--- config.mk ---
export PLATFORM = sky130hd
export DESIGN_NAME = serial_rx_flat
export DESIGN_NICKNAME = d
export VERILOG_FILES = /design/src/rtl/serial_rx_if.sv /design/src/rtl/serial_rx.sv /design/src/flat_wrapper.sv
export SDC_FILE = /design/constraint.sdc
export NUM_CORES = 1
export LEC_CHECK = 0
export ABC_AREA = 1
export BUFFER_PORTS_ARGS = -buffer_cell sky130_fd_sc_hd__buf_2
export CAP_MARGIN = 20
export CORE_UTILIZATION = 44
export DETAILED_ROUTE_END_ITERATION = 6
export HOLD_SLACK_MARGIN = 0.1
export PLACE_DENSITY = 0.75
export SETUP_SLACK_MARGIN = 0.5
export SKIP_LAST_GASP = 1
export SLEW_MARGIN = 20
export SYNTH_ARGS = -nofsm -noshare
export SYNTH_HDL_FRONTEND = slang
export SYNTH_SLANG_ARGS = --single-unit
--- constraint.sdc ---
create_clock -name clk -period 4.25 [get_ports clk]
set_clock_uncertainty 0.15 [all_clocks]
set_input_delay 0.85 -clock clk [delete_from_list [all_inputs] [get_ports clk]]
set_output_delay 0.85 -clock clk [all_outputs]
set_load 0.02 [all_outputs]
--- src/rtl/serial_rx_if.sv ---
// Receive-side word handshake: producer holds rx_data/rx_id while rx_valid,
// consumer pulses rx_ack to take the word.
interface serial_rx_if;
  logic [39:0] rx_data;
  logic [7:0]  rx_id;
  logic        rx_valid;
  logic        rx_ack;

  modport master (output rx_data, rx_id, rx_valid, input rx_ack);
  modport slave  (input rx_data, rx_id, rx_valid, output rx_ack);
endinterface

--- src/rtl/serial_rx.sv ---
// Serial frame receiver: header hunt, zero destuffing, 48-bit deserialise,
// even parity / stop check, device-id filter and valid/ack delivery.
module serial_rx #(
  parameter int HDR_ONES  = 5,
  parameter int STUFF_RUN = 4,
  parameter int STOP_BITS = 5
) (
  input  logic        clk,
  input  logic        clr,
  input  logic        sd_in,
  input  logic [7:0]  my_id,
  input  logic        promisc,
  serial_rx_if.master rx,
  output logic        busy,
  output logic        err_parity,
  output logic        err_frame,
  output logic        err_overrun
);
  localparam int DATA_BITS = 48;
  localparam int ONES_W    = $clog2(HDR_ONES + 1);
  localparam int RUN_W     = $clog2(STUFF_RUN + 1);
  localparam int CNT_W     = 6;

  typedef enum logic [1:0] {HUNT, DATA, STOP} state_t;

  state_t              state_q, state_d;
  logic [ONES_W-1:0]   ones_q, ones_d;
  logic [RUN_W-1:0]    run_q, run_d;
  logic [CNT_W-1:0]    cnt_q, cnt_d;
  logic [DATA_BITS-1:0] shift_q, shift_d;
  logic                par_acc_q, par_acc_d;
  logic                par_bad_q, par_bad_d;
  logic [39:0]         rx_data_q, rx_data_d;
  logic [7:0]          rx_id_q, rx_id_d;
  logic                rx_valid_q, rx_valid_d;
  logic                err_parity_q, err_parity_d;
  logic                err_frame_q, err_frame_d;
  logic                err_overrun_q, err_overrun_d;

  logic frame_err;
  logic frame_done;
  logic id_match;
  logic deliver;
  logic accept;

  always_ff @(posedge clk or posedge clr) begin
    if (clr) begin
      state_q       <= HUNT;
      ones_q        <= '0;
      run_q         <= '0;
      cnt_q         <= '0;
      shift_q       <= '0;
      par_acc_q     <= 1'b0;
      par_bad_q     <= 1'b0;
      rx_data_q     <= '0;
      rx_id_q       <= '0;
      rx_valid_q    <= 1'b0;
      err_parity_q  <= 1'b0;
      err_frame_q   <= 1'b0;
      err_overrun_q <= 1'b0;
    end else begin
      state_q       <= state_d;
      ones_q        <= ones_d;
      run_q         <= run_d;
      cnt_q         <= cnt_d;
      shift_q       <= shift_d;
      par_acc_q     <= par_acc_d;
      par_bad_q     <= par_bad_d;
      rx_data_q     <= rx_data_d;
      rx_id_q       <= rx_id_d;
      rx_valid_q    <= rx_valid_d;
      err_parity_q  <= err_parity_d;
      err_frame_q   <= err_frame_d;
      err_overrun_q <= err_overrun_d;
    end
  end

  always_comb begin
    state_d    = state_q;
    ones_d     = ones_q;
    run_d      = run_q;
    cnt_d      = cnt_q;
    shift_d    = shift_q;
    par_acc_d  = par_acc_q;
    par_bad_d  = par_bad_q;
    frame_err  = 1'b0;
    frame_done = 1'b0;
    case (state_q)
      HUNT: begin
        if (!sd_in) begin
          ones_d = '0;
        end else if (ones_q == ONES_W'(HDR_ONES - 1)) begin
          state_d   = DATA;
          ones_d    = '0;
          run_d     = '0;
          cnt_d     = '0;
          par_acc_d = 1'b0;
          par_bad_d = 1'b0;
        end else begin
          ones_d = ones_q + 1'b1;
        end
      end
      DATA, STOP: begin
        // A full ones run means this bit is a stuff bit: must be 0 and is dropped.
        if (run_q == RUN_W'(STUFF_RUN)) begin
          run_d = '0;
          if (sd_in) begin
            frame_err = 1'b1;
            state_d   = HUNT;
          end
        end else begin
          run_d = sd_in ? run_q + 1'b1 : '0;
          if (state_q == DATA) begin
            if (cnt_q == CNT_W'(DATA_BITS)) begin
              par_bad_d = par_acc_q ^ sd_in;
              cnt_d     = '0;
              state_d   = STOP;
            end else begin
              shift_d   = {sd_in, shift_q[DATA_BITS-1:1]};
              par_acc_d = par_acc_q ^ sd_in;
              cnt_d     = cnt_q + 1'b1;
            end
          end else if (sd_in) begin
            frame_err = 1'b1;
            state_d   = HUNT;
          end else if (cnt_q == CNT_W'(STOP_BITS - 1)) begin
            frame_done = 1'b1;
            state_d    = HUNT;
          end else begin
            cnt_d = cnt_q + 1'b1;
          end
        end
      end
      default: state_d = HUNT;
    endcase
  end

  // Line order is id, data[39:32], data[31:0], so the first-received bit lands in shift_q[0].
  always_comb begin
    id_match      = promisc || (shift_q[7:0] == my_id);
    deliver       = frame_done && !par_bad_q && id_match;
    accept        = deliver && (!rx_valid_q || rx.rx_ack);
    rx_valid_d    = accept || (rx_valid_q && !rx.rx_ack);
    rx_data_d     = accept ? {shift_q[15:8], shift_q[47:16]} : rx_data_q;
    rx_id_d       = accept ? shift_q[7:0] : rx_id_q;
    err_parity_d  = frame_done && par_bad_q;
    err_frame_d   = frame_err;
    err_overrun_d = deliver && rx_valid_q && !rx.rx_ack;
  end

  assign rx.rx_data   = rx_data_q;
  assign rx.rx_id     = rx_id_q;
  assign rx.rx_valid  = rx_valid_q;
  assign busy         = (state_q != HUNT);
  assign err_parity   = err_parity_q;
  assign err_frame    = err_frame_q;
  assign err_overrun  = err_overrun_q;
endmodule
--- src/flat_wrapper.sv ---
// flat-port wrapper written by rule: the top's interface ports become plain ports
module serial_rx_flat 
#(
  parameter int HDR_ONES  = 5,
  parameter int STUFF_RUN = 4,
  parameter int STOP_BITS = 5
)
  (clk, clr, sd_in, my_id, promisc, busy, err_parity, err_frame, err_overrun, rx_rx_data, rx_rx_id, rx_rx_valid, rx_rx_ack);
  serial_rx_if rx_i ();
  input  logic clk;
  input  logic clr;
  input  logic sd_in;
  input  logic [7:0] my_id;
  input  logic promisc;
  output logic busy;
  output logic err_parity;
  output logic err_frame;
  output logic err_overrun;
  output wire logic [$bits(rx_i.rx_data)-1:0] rx_rx_data;
  output wire logic [$bits(rx_i.rx_id)-1:0] rx_rx_id;
  output wire logic [$bits(rx_i.rx_valid)-1:0] rx_rx_valid;
  input wire logic [$bits(rx_i.rx_ack)-1:0] rx_rx_ack;
  assign rx_rx_data = rx_i.rx_data;
  assign rx_rx_id = rx_i.rx_id;
  assign rx_rx_valid = rx_i.rx_valid;
  assign rx_i.rx_ack = rx_rx_ack;
  serial_rx #(.HDR_ONES(HDR_ONES), .STUFF_RUN(STUFF_RUN), .STOP_BITS(STOP_BITS)) u_core (.clk(clk), .clr(clr), .sd_in(sd_in), .my_id(my_id), .promisc(promisc), .rx(rx_i), .busy(busy), .err_parity(err_parity), .err_frame(err_frame), .err_overrun(err_overrun));
endmodule
==> out/results.md, run 1 <==
| Metric | Value |
|---|---|
| Result of the run | complete, no violations |
| Startpoint class of the critical path | register |
| Area of the die | 11900 um^2 |
| Count of pins on the block boundary | 66 |
| Largest vdd supply drop | 0.000371 V |
| Effective utilization at floorplan | 0.458 |
| Non-filler cells, final | 713 |
| GRT Overall Usage | 0.182 |
| Top Family by Delay on Critical Path | simple AND/OR/NAND/NOR gates |
| Detailed-route wire length per cell | 14.1 um |
| Final worst path period need | 2.81 ns |
| Half-perimeter wire length of the detailed placement result | 6.30 mm |
| Synthesis Warnings | 0 |
| RSZ-0062 raised after global routing | no |
| Placer's final routability congestion estimate | 0.813 |
| Routed via count divided by cell count | 5.15 |
| Min-Delay Path Class | register to register |
| Placed standard-cell area | 5460 um^2 |
| Count of hold-fix buffers inserted at cts | 0 |
| Row cnt | 38 |
| Max Buffers Root-to-Sink | 2 |
| First-pass GRT wire length | 16.6 mm |
| Cells traversed along the worst timing path | inv_1, ha_1, nand2_1, nor2_1, nand3_2, nor2_4, nand3_2, nand2_1, nand2_1 |
| Count of buffers inserted at the top-level ports | 65 |
| Most repeated library cell on the critical path | nand2_1 |
| Via count of the first global-routing pass | 3648 |
| Worst Path Buf+Inv | 1 |
| P&R area growth vs syn | 18.6% |
| Maximum clock frequency | 0.356 GHz |
| Gate count of the mapped netlist | 502 |
| Post-route DRC | 0 |
| Filler Cell Count | 973 |
| Ranking of synthesized cells by instance count | nand2_1 (144), dfrtp_1 (116), nand4_1 (50) |
| Proportion of synthesized chip area in sequential cells | 0.574 |
| Met3 routing resource usage after global routing | 0.0556 |
| Inserted Diodes | 0 |
| Initial DRC Count | 226 |
| Root Buffer Master | clkbuf_16 |
| Share of flip-flops with an asynchronous set or reset after synthesis | 1.00 |
| Post-CTS sizing | 0 |
| Post-layout nets | 585 |
| Die height | 109 um |
| Chip Width | 109 um |
| GRT Max-Usage Layer | met2 |
| Total power per unit cell area | 630 nW/um^2 |
| Iteration count of the initial detailed-routing pass | 4 |
| WL final | 10.1 mm |
| Syn avg cell area | 10.1 um^2 |
| Most used standard cell by instance count after synthesis | nand2_1 |
| Slew at the pin closest to its max-slew limit | 0.954 ns |
| TritonCTS Sinks | 116 |
| Post-route fraction of the period consumed by the critical path | 0.661 |
| Number of buffers inserted during clock tree synthesis | 17 |
| Overall via count from detail_route | 3669 |
| Initial antenna violation count | 0 |
| Total global routing overflow | 0 |
| Crit path required time | 4.39 ns |
| Critical Path Slowest Stage Cell | nand3_2 |
| Kind of end point of the critical path | register |
| Core Footprint | 11000 um^2 |
| Number of max-cap violations | 0 |
| Share of Yosys cell area claimed by the top area cell type | 0.574 |
| Final hold viol count | 0 |
| Maximum number of pins on one net before global-route repair | 57 |
| Share of cells above drive strength 1 | 0.222 |
| Number of enable flip-flop cells after synthesis | 0 |
| Number of unique standard cell types used by synthesis | 30 |
| Cells after DPL | 684 |
| Setup TNS | 0 ns |
| Critical path's largest stage delay | 0.73 ns |
| Number of register bits inferred by synthesis | 116 |
| Netlist area before placement | 5050 um^2 |
| Total of endpoints with negative setup slack in the final report | 0 |
| TritonCTS clock tree | done |
| Net count of the mapped netlist | 524 |
| Headroom to the max-slew limit | 0.364 |
| Global Route met1 Usage | 0.222 |
| CTS H-tree depth | 4 |
| Met2 track utilization from global routing | 0.305 |
| Arrival time of the worst setup path | 2.95 ns |
| Leakage power total | 3.32 nW |
| Total count of max-transition violations in the final report | 0 |
| Clk slew on worst S/H paths | 0.06 ns |
| Dominant register cell in the synthesized netlist | dfrtp_1 |
| Final Cell Area | 5990 um^2 |
| WHS | 0.311 ns |
| Leading cell types by total area after synthesis | dfrtp_1 (57%), nand2_1 (11%), nand4_1 (6.2%) |
| Cell accounting for the most synthesized area | dfrtp_1 |
| Overall power consumption | 0.00377 W |
| Clock latency reported for the late side of the worst-skew pair | 0.41 ns |
| Highest net fanout along the worst path | 48 |
| Number of nets still failing antenna checks after routing | 0 |
| Setup bufs post-CTS | 0 |
| Crit Path Category | register to register |
-- report_power, final --
| part | switching, W | internal [W] |
|---|---|---|
| Clock | 0.000447 | 0.000832 |
| Combinational | 0.000628 | 0.000376 |
| Sequential | 0.000167 | 0.00132 |
| Total | 0.00124 | 0.00253 |
-- metrics by stage --
step            util  setup WS, ns
4_1_cts        0.543          1.38
6_report       0.543          1.44
3_5_place_dp   0.495          1.25
5_1_grt        0.543          1.15
2_1_floorplan      -          1.84
3_3_place_gp   0.495          1.36
-- state kept, by name, indices dropped and copies added (netlist names) --
register            cells
u_core.par_acc_q        1
u_core.cnt_q            6
u_core.err_overrun      1
u_core.state_q          2
u_core.run_q            3
u_core.par_bad_q        1
u_core.rx.rx_valid      1
u_core.err_frame        1
u_core.err_parity       1
u_core.rx.rx_data      40
u_core.ones_q           3
u_core.shift_q         48
u_core.rx.rx_id         8
-- per-layer routing --
| metal | vias up | routed length (um) |
|---|---|---|
| met5 | - | 0 |
| met4 | 0 | 118 |
| met3 | 15 | 505 |
| met2 | 90 | 4990 |
| met1 | 1772 | 4480 |
| li1 | 1792 | - |
-- cell usage in the layout (no fill, tap or decap), types with 2 or more instances in the layout --
master / count
buf_4: 4
buf_2: 65
clkbuf_1: 3
o21ai_1: 3
a21oi_1: 7
clkbuf_16: 17
nand2_1: 142
inv_1: 33
nand3_2: 2
clkbuf_8: 3
dfrtp_1: 116
o21ai_0: 20
nor2_1: 20
clkinv_2: 5
ha_1: 9
nand4_1: 50
mux2_2: 21
nor3_1: 2
xnor2_1: 4
nor2_2: 2
nand3_1: 7
xor2_1: 4
mux2_1: 20
-- path summary, 6_finish.rpt --
path	from	endpoint	slack (ns)	cells past startpoint
max in group asynchronous	clr	u_core.rx.rx_data[30]	2.71	3
min	u_core.rx.rx_data[10]	u_core.rx.rx_data[10]	0.31	2
min in group asynchronous	clr	u_core.rx.rx_data[17]	0.41	2
max reg2reg	u_core.state_q[0]	u_core.rx.rx_data[27]	1.44	9
max	u_core.state_q[0]	u_core.rx.rx_data[27]	1.44	9
min reg2reg	u_core.rx.rx_data[10]	u_core.rx.rx_data[10]	0.31	2
-- worst reg2reg max path: cells and delay by family, from the launching register on --
kind / cells / cell delay [ns]
buffers and inverters: 1 / 0.08
adders and majority gates: 1 / 0.49
and+or+nand+nor: 7 / 1.60
DFF: 1 / 0.38
-- layout make-up --
cell class / instances / area (um^2) / area share
tap: 140 / 175 / 0.0292
multi-input combinational: 323 / 1870 / 0.312
clock inverter: 6 / 55.1 / 0.00918
inverter: 35 / 135 / 0.0225
sequential: 116 / 2900 / 0.484
timing repair buffer: 70 / 375 / 0.0626
clock buffer: 23 / 478 / 0.0797
-- cell families (layout without fill, tap and decap cells) --
logic type               after synthesis  count (layout)  synth area share
AND/OR/NAND/NOR                      231             231             0.205
flip-flops                           116             116             0.574
multiplexers                          41              41            0.0914
buffers and inverters                 63             134            0.0569
AO/OA/AOI/OAI                         34              34            0.0359
XOR/XNOR                               8               8            0.0139
adder cells (fa/ha/maj)                9               9            0.0223
(Power assumes the default switching activity.)
==> inputs of run 2 (changes only) <==
Settings changed: PLACE_DENSITY 0.75 to 0.72.
Clock period 4.25 ns to 2.8 ns, I/O delays scaled along.
==> run 2 against run 1 <==
Effect of this change: clock power increased by 55%; global-route usage fell by 0.46 points; highest routed layer unchanged; sequential share of layout area down 0.70 points; register-to-register slack worse by 0.82 ns; cell area rose by 1.5%; first-iteration DRC count down 11%.
==> out/results.md, run 2 (synthesis results as in run 1) <==
| Metric | Value | vs previous |
|---|---|---|
| Result of the run | complete, no violations |  |
| Setup TNS | 0 ns | unchanged |
| Number of max-cap violations | 0 | unchanged |
| Post-Route Utilization | 0.551 | +0.00794 |
| CTS H-tree depth | 4 | unchanged |
| Final worst path period need | 2.18 ns | -0.626 ns |
| Count of hold-fix buffers inserted at cts | 0 | unchanged |
| Most common library cell in the layout ignoring fill and taps | nand2_1 |  |
| Post-route fraction of the period consumed by the critical path | 0.780 | +0.119 |
| Non-filler cells, final | 722 | +1.3% |
| Highest net fanout along the worst path | 37 | -23% |
| Core Footprint | 11000 um^2 | unchanged |
| Total global routing overflow | 0 | unchanged |
| Top Family by Delay on Critical Path | buffers and inverters |  |
| Half-perimeter wire length of the detailed placement result | 6.39 mm | +1.5% |
| Overall power consumption | 0.00581 W | +54% |
| Leakage power total | 3.36 nW | +1.3% |
| Clk slew on worst S/H paths | 0.05 ns | about the same |
| Reg-to-Reg End | u_core.shift_q[44] |  |
| Post-route DRC | 0 | unchanged |
| Startpoint class of the critical path | register |  |
| Overall via count from detail_route | 3720 | +1.4% |
| Area of the die | 11900 um^2 | unchanged |
| Min-Delay Path Class | input port to asynchronous set/reset pin |  |
| Number of buffers inserted during clock tree synthesis | 17 | unchanged |
| Crit path required time | 2.94 ns | -1.45 ns |
| Count of pins on the block boundary | 66 | unchanged |
| Max Buffers Root-to-Sink | 2 | unchanged |
| Via count of the first global-routing pass | 3565 | -2.3% |
| Effective utilization at floorplan | 0.458 | unchanged |
| TritonCTS Sinks | 116 | unchanged |
| RSZ-0062 raised after global routing | no |  |
| Chip Width | 109 um | unchanged |
| Kind of end point of the critical path | register |  |
| First-pass GRT wire length | 16.1 mm | -3.4% |
| Maximum clock frequency | 0.458 GHz | +29% |
| Inserted Diodes | 0 | unchanged |
| P&R area growth vs syn | 20.4% |  |
| Critical path's largest stage delay | 0.40 ns | -0.33 ns |
| Detailed-route wire length per cell | 13.7 um | -3.1% |
| Headroom to the max-slew limit | 0.587 | +0.224 |
| Total power per unit cell area | 955 nW/um^2 | +52% |
| Clock latency reported for the late side of the worst-skew pair | 0.41 ns | about the same |
| Total count of max-transition violations in the final report | 0 | unchanged |
| Die height | 109 um | unchanged |
| Critical Path Slowest Stage Cell | dfrtp_1 |  |
| Root Buffer Master | clkbuf_16 |  |
| TritonCTS clock tree | done |  |
| Maximum number of pins on one net before global-route repair | 117 | +110% |
| Final hold viol count | 0 | unchanged |
| Post-layout nets | 593 | +1.4% |
| Filler Cell Count | 938 | -3.6% |
| Crit Path Category | register to register |  |
| Setup slack on the worst flop-to-flop path | 0.62 ns | -0.82 ns |
| Share of cells above drive strength 1 | 0.234 | +0.0120 |
| Initial DRC Count | 201 | -11% |
| Iteration count of the initial detailed-routing pass | 5 | +1 |
| Initial antenna violation count | 0 | unchanged |
| Cells traversed along the worst timing path | inv_1, ha_1, nand4_1, nand2_2, buf_4, mux2_2 |  |
| Count of buffers inserted at the top-level ports | 65 | unchanged |
| Routed via count divided by cell count | 5.15 | +0.13% |
| Total of endpoints with negative setup slack in the final report | 0 | unchanged |
| WL final | 9.90 mm | -1.9% |
| Arrival time of the worst setup path | 2.32 ns | -0.63 ns |
| Dpl ws | 0.391 ns | -0.856 ns |
| Setup ws final | 0.616 ns | -0.824 ns |
| Placer's final routability congestion estimate | 0.822 | +1.1% |
| Row cnt | 38 | unchanged |
| Worst Path Buf+Inv | 2 | +1 |
| Largest vdd supply drop | 0.000521 V | +40% |
| GRT Overall Usage | 0.177 | -0.00463 |
| Cells after DPL | 689 | +0.73% |
| Leading cell types in the layout, fill and taps excluded | nand2_1 (142), dfrtp_1 (116), buf_2 (65) |  |
| Largest Register | u_core.shift_q |  |
| Number of nets still failing antenna checks after routing | 0 | unchanged |
| Slew at the pin closest to its max-slew limit | 0.619 ns | -0.335 ns |
| Depth of the worst register-to-register path | 6 | -3 |
| Number of flip-flops under the largest register name | 48 | unchanged |
| Worst reg2reg path startpoint | u_core.cnt_q[0] |  |
run 2: cell count changes in the layout (fill, tap and decap cells not counted):
cell / previous run / this run
buf_4: 4 / 10
buf_6: 0 / 2
clkbuf_1: 3 / 4
clkbuf_8: 3 / 4
clkinv_2: 5 / 4
ha_1: 9 / 8
ha_4: 0 / 1
nand2_2: 1 / 2
nand2_4: 1 / 0
run 2: final cells by class:
| cell class | instances | area, um^2 | share of cell area |
|---|---|---|---|
| tap | 140 | 175 | 0.0288 |
| inverter | 35 | 135 | 0.0222 |
| clock buffer | 25 | 495 | 0.0815 |
| timing repair buffer | 78 | 443 | 0.0728 |
| clock inverter | 5 | 50.0 | 0.00823 |
| sequential | 116 | 2900 | 0.477 |
| multi-input combinational | 323 | 1880 | 0.309 |
run 2: worst max-delay path by stage:
stage / startpoint / to / slack, ns / depth (start not counted)
global placement: u_core.state_q[0] / u_core.rx.rx_data[26] / 0.53 / 9
detailed placement: u_core.state_q[0] / u_core.rx.rx_data[26] / 0.39 / 9
finish: u_core.cnt_q[0] / u_core.shift_q[44] / 0.62 / 6
CTS: u_core.state_q[0] / u_core.rx.rx_data[39] / 0.56 / 10
global route: u_core.cnt_q[0] / u_core.shift_q[40] / 0.51 / 6
floorplan: clr / u_core.cnt_q[0] / 0.68 / 1
run 2: report_power, final:
group	internal, W	leakage, nW	switching (W)
combinational	0.000616	1.51	0.000961
clock	0.00129	0.273	0.000684
sequential	0.00201	1.58	0.000244
run 2: worst register-to-register path: stages, from the launching register on:
cell and delay, ns:
dfrtp_1 0.40, inv_1 0.11, ha_1 0.18, nand4_1 0.28
nand2_2 0.15, buf_4 0.38, mux2_2 0.41
run 2: through the flow:
step                area [um^2]  hold WS (ns)
global placement           5490         0.300
global route               6080         0.231
detailed placement         5490         0.304
CTS                        6070         0.205
floorplan                  5060         0.321
finish                     6080         0.162
run 2: metal layers:
layer  part of all wire  vias up  GRT usage
li1                   -     1815          -
met1               0.45     1812      0.215
met2               0.49       69      0.291
met3              0.039       24     0.0538
met4              0.018        0     0.0781
met5                  0        -          0
run 2: timing repair:
action,in CTS,in global routing
pin swaps,1,0
endpoints found under the setup margin,48,48
buffers inserted,3,0
gates cloned,0,0
gates resized for setup,2,2
==> inputs of run 3 (changes only) <==
Settings changed: PLACE_DENSITY 0.72 to 0.75.
Clock period 2.8 ns to 1.92 ns, I/O delays scaled along.
==> run 3 against run 2 <==
Effect of this change: the run now ends with negative setup slack left; setup slack worse by 0.68 ns; hold slack better by 0.058 ns; cell count up 12%; via count up 14%; flip-flop and latch count unchanged; cell area up 29%; sequential share of layout area down 11 points; critical path depth up 4; power up 93%.
==> out/results.md, run 3 (synthesis results as in run 1) <==
| Metric | Value | vs previous |
|---|---|---|
| Highest net fanout along the worst path | 9 | -76% |
| Top Family by Delay on Critical Path | simple AND/OR/NAND/NOR gates |  |
| Initial DRC Count | 300 | +49% |
| Half-perimeter wire length of the detailed placement result | 7.08 mm | +11% |
| Core Footprint | 11000 um^2 | unchanged |
| Final hold viol count | 0 | unchanged |
| Detailed-route wire length per cell | 17.3 um | +26% |
| WL final | 13.9 mm | +41% |
| Worst Path Buf+Inv | 3 | +1 |
| Critical Path Slowest Stage Cell | dfrtp_1 |  |
| Filler Cell Count | 683 | -27% |
| Routed via count divided by cell count | 5.28 | +2.5% |
| Maximum number of pins on one net before global-route repair | 60 | -49% |
| Depth of the worst register-to-register path | 10 | +4 |
| Violated checks | negative setup slack |  |
| Number of buffers inserted during clock tree synthesis | 17 | unchanged |
| Iteration count of the initial detailed-routing pass | 5 | unchanged |
| Placed standard-cell area | 5920 um^2 | +7.8% |
| Fraction of power spent switching nets | 0.340 | +0.0147 |
| Row cnt | 38 | unchanged |
| Startpoint class of the critical path | register |  |
| Min-Delay Path Class | input port to register |  |
| Chip Width | 109 um | unchanged |
| Post-route DRC | 0 | unchanged |
| TritonCTS clock tree | done |  |
| Maximum clock frequency | 0.504 GHz | +10% |
| Die height | 109 um | unchanged |
| Setup ws final | -0.0640 ns | -0.680 ns |
| Worst reg2reg path startpoint | u_core.state_q[0] |  |
| Hold path startpoint | sd_in |  |
| Share of cells above drive strength 1 | 0.441 | +0.208 |
| Number of nets still failing antenna checks after routing | 0 | unchanged |
| Final worst path period need | 1.98 ns | -0.200 ns |
| Worst hold stages | 3 |  |
| Leakage power total | 4.15 nW | +23% |
| Effective utilization at floorplan | 0.458 | unchanged |
| Root Buffer Master | clkbuf_16 |  |
| Sequential share of power | 0.298 | -0.090 |
| Arrival time of the worst setup path | 2.18 ns | -0.14 ns |
| Crit path required time | 2.12 ns | -0.82 ns |
| Post-route fraction of the period consumed by the critical path | 1.03 | +0.253 |
| Non-filler cells, final | 806 | +12% |
| Slew at the pin closest to its max-slew limit | 0.326 ns | -0.293 ns |
| Crit Path Category | register to register |  |
| Count of pins on the block boundary | 66 | unchanged |
| First-pass GRT wire length | 20.9 mm | +30% |
| Largest Register | u_core.shift_q |  |
| Initial antenna violation count | 0 | unchanged |
| Number of flip-flops under the largest register name | 48 | unchanged |
| Most repeated library cell on the critical path | nor2_4 |  |
| Via count of the first global-routing pass | 4310 | +21% |
| Total of endpoints with negative setup slack in the final report | 73 | +73 |
| Total count of max-transition violations in the final report | 0 | unchanged |
| Overall via count from detail_route | 4257 | +14% |
| Placer's final routability congestion estimate | 0.852 | +3.7% |
| Reg-to-Reg End | u_core.rx.rx_data[39] |  |
| Total global routing overflow | 0 | unchanged |
| WHS | 0.220 ns | +0.0580 ns |
| Setup slack on the worst flop-to-flop path | -0.06 ns | -0.68 ns |
| Inserted Diodes | 0 | unchanged |
| Power dissipated by switching net loads | 0.00381 W | +100% |
| Area of the die | 11900 um^2 | unchanged |
| Result of the run | complete, but fails checks |  |
| Headroom to the max-slew limit | 0.782 | +0.195 |
| Cells after DPL | 701 | +1.7% |
| Largest vdd supply drop | 0.000923 V | +77% |
| Count of buffers inserted at the top-level ports | 65 | unchanged |
| Clock latency reported for the late side of the worst-skew pair | 0.41 ns | about the same |
| Kind of end point of the critical path | register |  |
| CTS H-tree depth | 4 | unchanged |
| Critical path's largest stage delay | 0.40 ns | about the same |
| RSZ-0062 raised after global routing | yes |  |
| Leading cell types in the layout, fill and taps excluded | nand2_1 (133), dfrtp_1 (116), buf_6 (68) |  |
| TritonCTS Sinks | 116 | unchanged |
| Clk slew on worst S/H paths | 0.05 ns | about the same |
| Cells traversed along the worst timing path | inv_2, ha_4, nand2_4, nor2_4, nand3_2, nor2_4, buf_8, clkbuf_16, nand4_1, nand2_1 |  |
| Power share of the clock group | 0.262 | -0.079 |
| Number of max-cap violations | 0 | unchanged |
| Combinational fraction of design power | 0.440 | +0.169 |
| Most common library cell in the layout ignoring fill and taps | nand2_1 |  |
| WHS Endpoint | u_core.err_frame |  |
| Internal power | 0.00740 W | +89% |
| Total power per unit cell area | 1430 nW/um^2 | +50% |
| Final Cell Area | 7850 um^2 | +29% |
| GRT Overall Usage | 0.232 | +0.0548 |
| Post-layout nets | 677 | +14% |
| Max Buffers Root-to-Sink | 2 | unchanged |
| P&R area growth vs syn | 55.3% |  |
-- run 3: changes by cell type in the layout (fill, tap and decap cells not counted), sizes merged --
cell	before	now
dlygate4sd3	0	1
clkbuf	25	31
buf	78	155
-- run 3: metrics by stage --
step	setup TNS, ns	power (W)	utilization	setup slack, ns
finish	-1.56	0.0112	0.711	-0.0640
global route	-7.64	0.0117	0.711	-0.133
CTS	0	0.0100	0.657	0.0198
detailed placement	-0.0346	0.00623	0.537	-0.00586
global placement	0	0.00611	0.537	0.0491
floorplan	-3.67	0.00559	-	-0.0274
-- run 3: metal layers --
layer  track usage  vias up  wire [um]
met4        0.0952        0        240
met2         0.398      125       7350
li1              -     1978          -
met1         0.279     2131       5770
met3        0.0562       23        563
met5             0        -          0
-- run 3: final cells by class --
| cell class | count | area (um^2) | area share |
|---|---|---|---|
| inverter | 35 | 148 | 0.0188 |
| tap | 140 | 175 | 0.0223 |
| clock buffer | 25 | 495 | 0.0631 |
| sequential | 116 | 2900 | 0.370 |
| timing repair buffer | 162 | 1740 | 0.222 |
| multi-input combinational | 323 | 2330 | 0.297 |
| clock inverter | 5 | 50.0 | 0.00638 |
-- run 3: worst max-delay path by stage --
stage | start | to | slack, ns | cells past startpoint
final | u_core.state_q[0] | u_core.rx.rx_data[39] | -0.06 | 10
after global routing | u_core.state_q[0] | u_core.rx.rx_data[18] | -0.13 | 10
after CTS | u_core.state_q[1] | u_core.shift_q[40] | 0.02 | 8
after detailed placement | u_core.state_q[0] | u_core.rx.rx_data[23] | -0.006 | 10
after global placement | u_core.state_q[0] | u_core.rx.rx_data[19] | 0.05 | 10
after floorplan | clr | u_core.cnt_q[0] | -0.03 | 1
-- run 3: what timing repair did --
action                                  in CTS  in global routing
pin swaps                                    8                 13
gates cloned                                 4                  8
resized for setup                          136                 54
endpoints found under the setup margin     169                169
endpoints found under the hold margin       57                  0
hold buffers                                 1                  0
setup buffers                               33                 29
-- run 3: worst register-to-register path: stages (launching register included) --
cell	delay, ns
dfrtp_1	0.40
inv_2	0.08
ha_4	0.30
nand2_4	0.07
nor2_4	0.11
nand3_2	0.10
nor2_4	0.16
buf_8	0.17
clkbuf_16	0.17
nand4_1	0.12
nand2_1	0.09
-- run 3: power by group through the flow --
stage,clock (W),sequential (W),combinational [W]
detailed placement,0,0.00331,0.00292
finish,0.00293,0.00334,0.00493
CTS,0.00296,0.00332,0.00374
floorplan,0,0.00339,0.00221
global placement,0,0.00329,0.00282
global route,0.00309,0.00339,0.00526
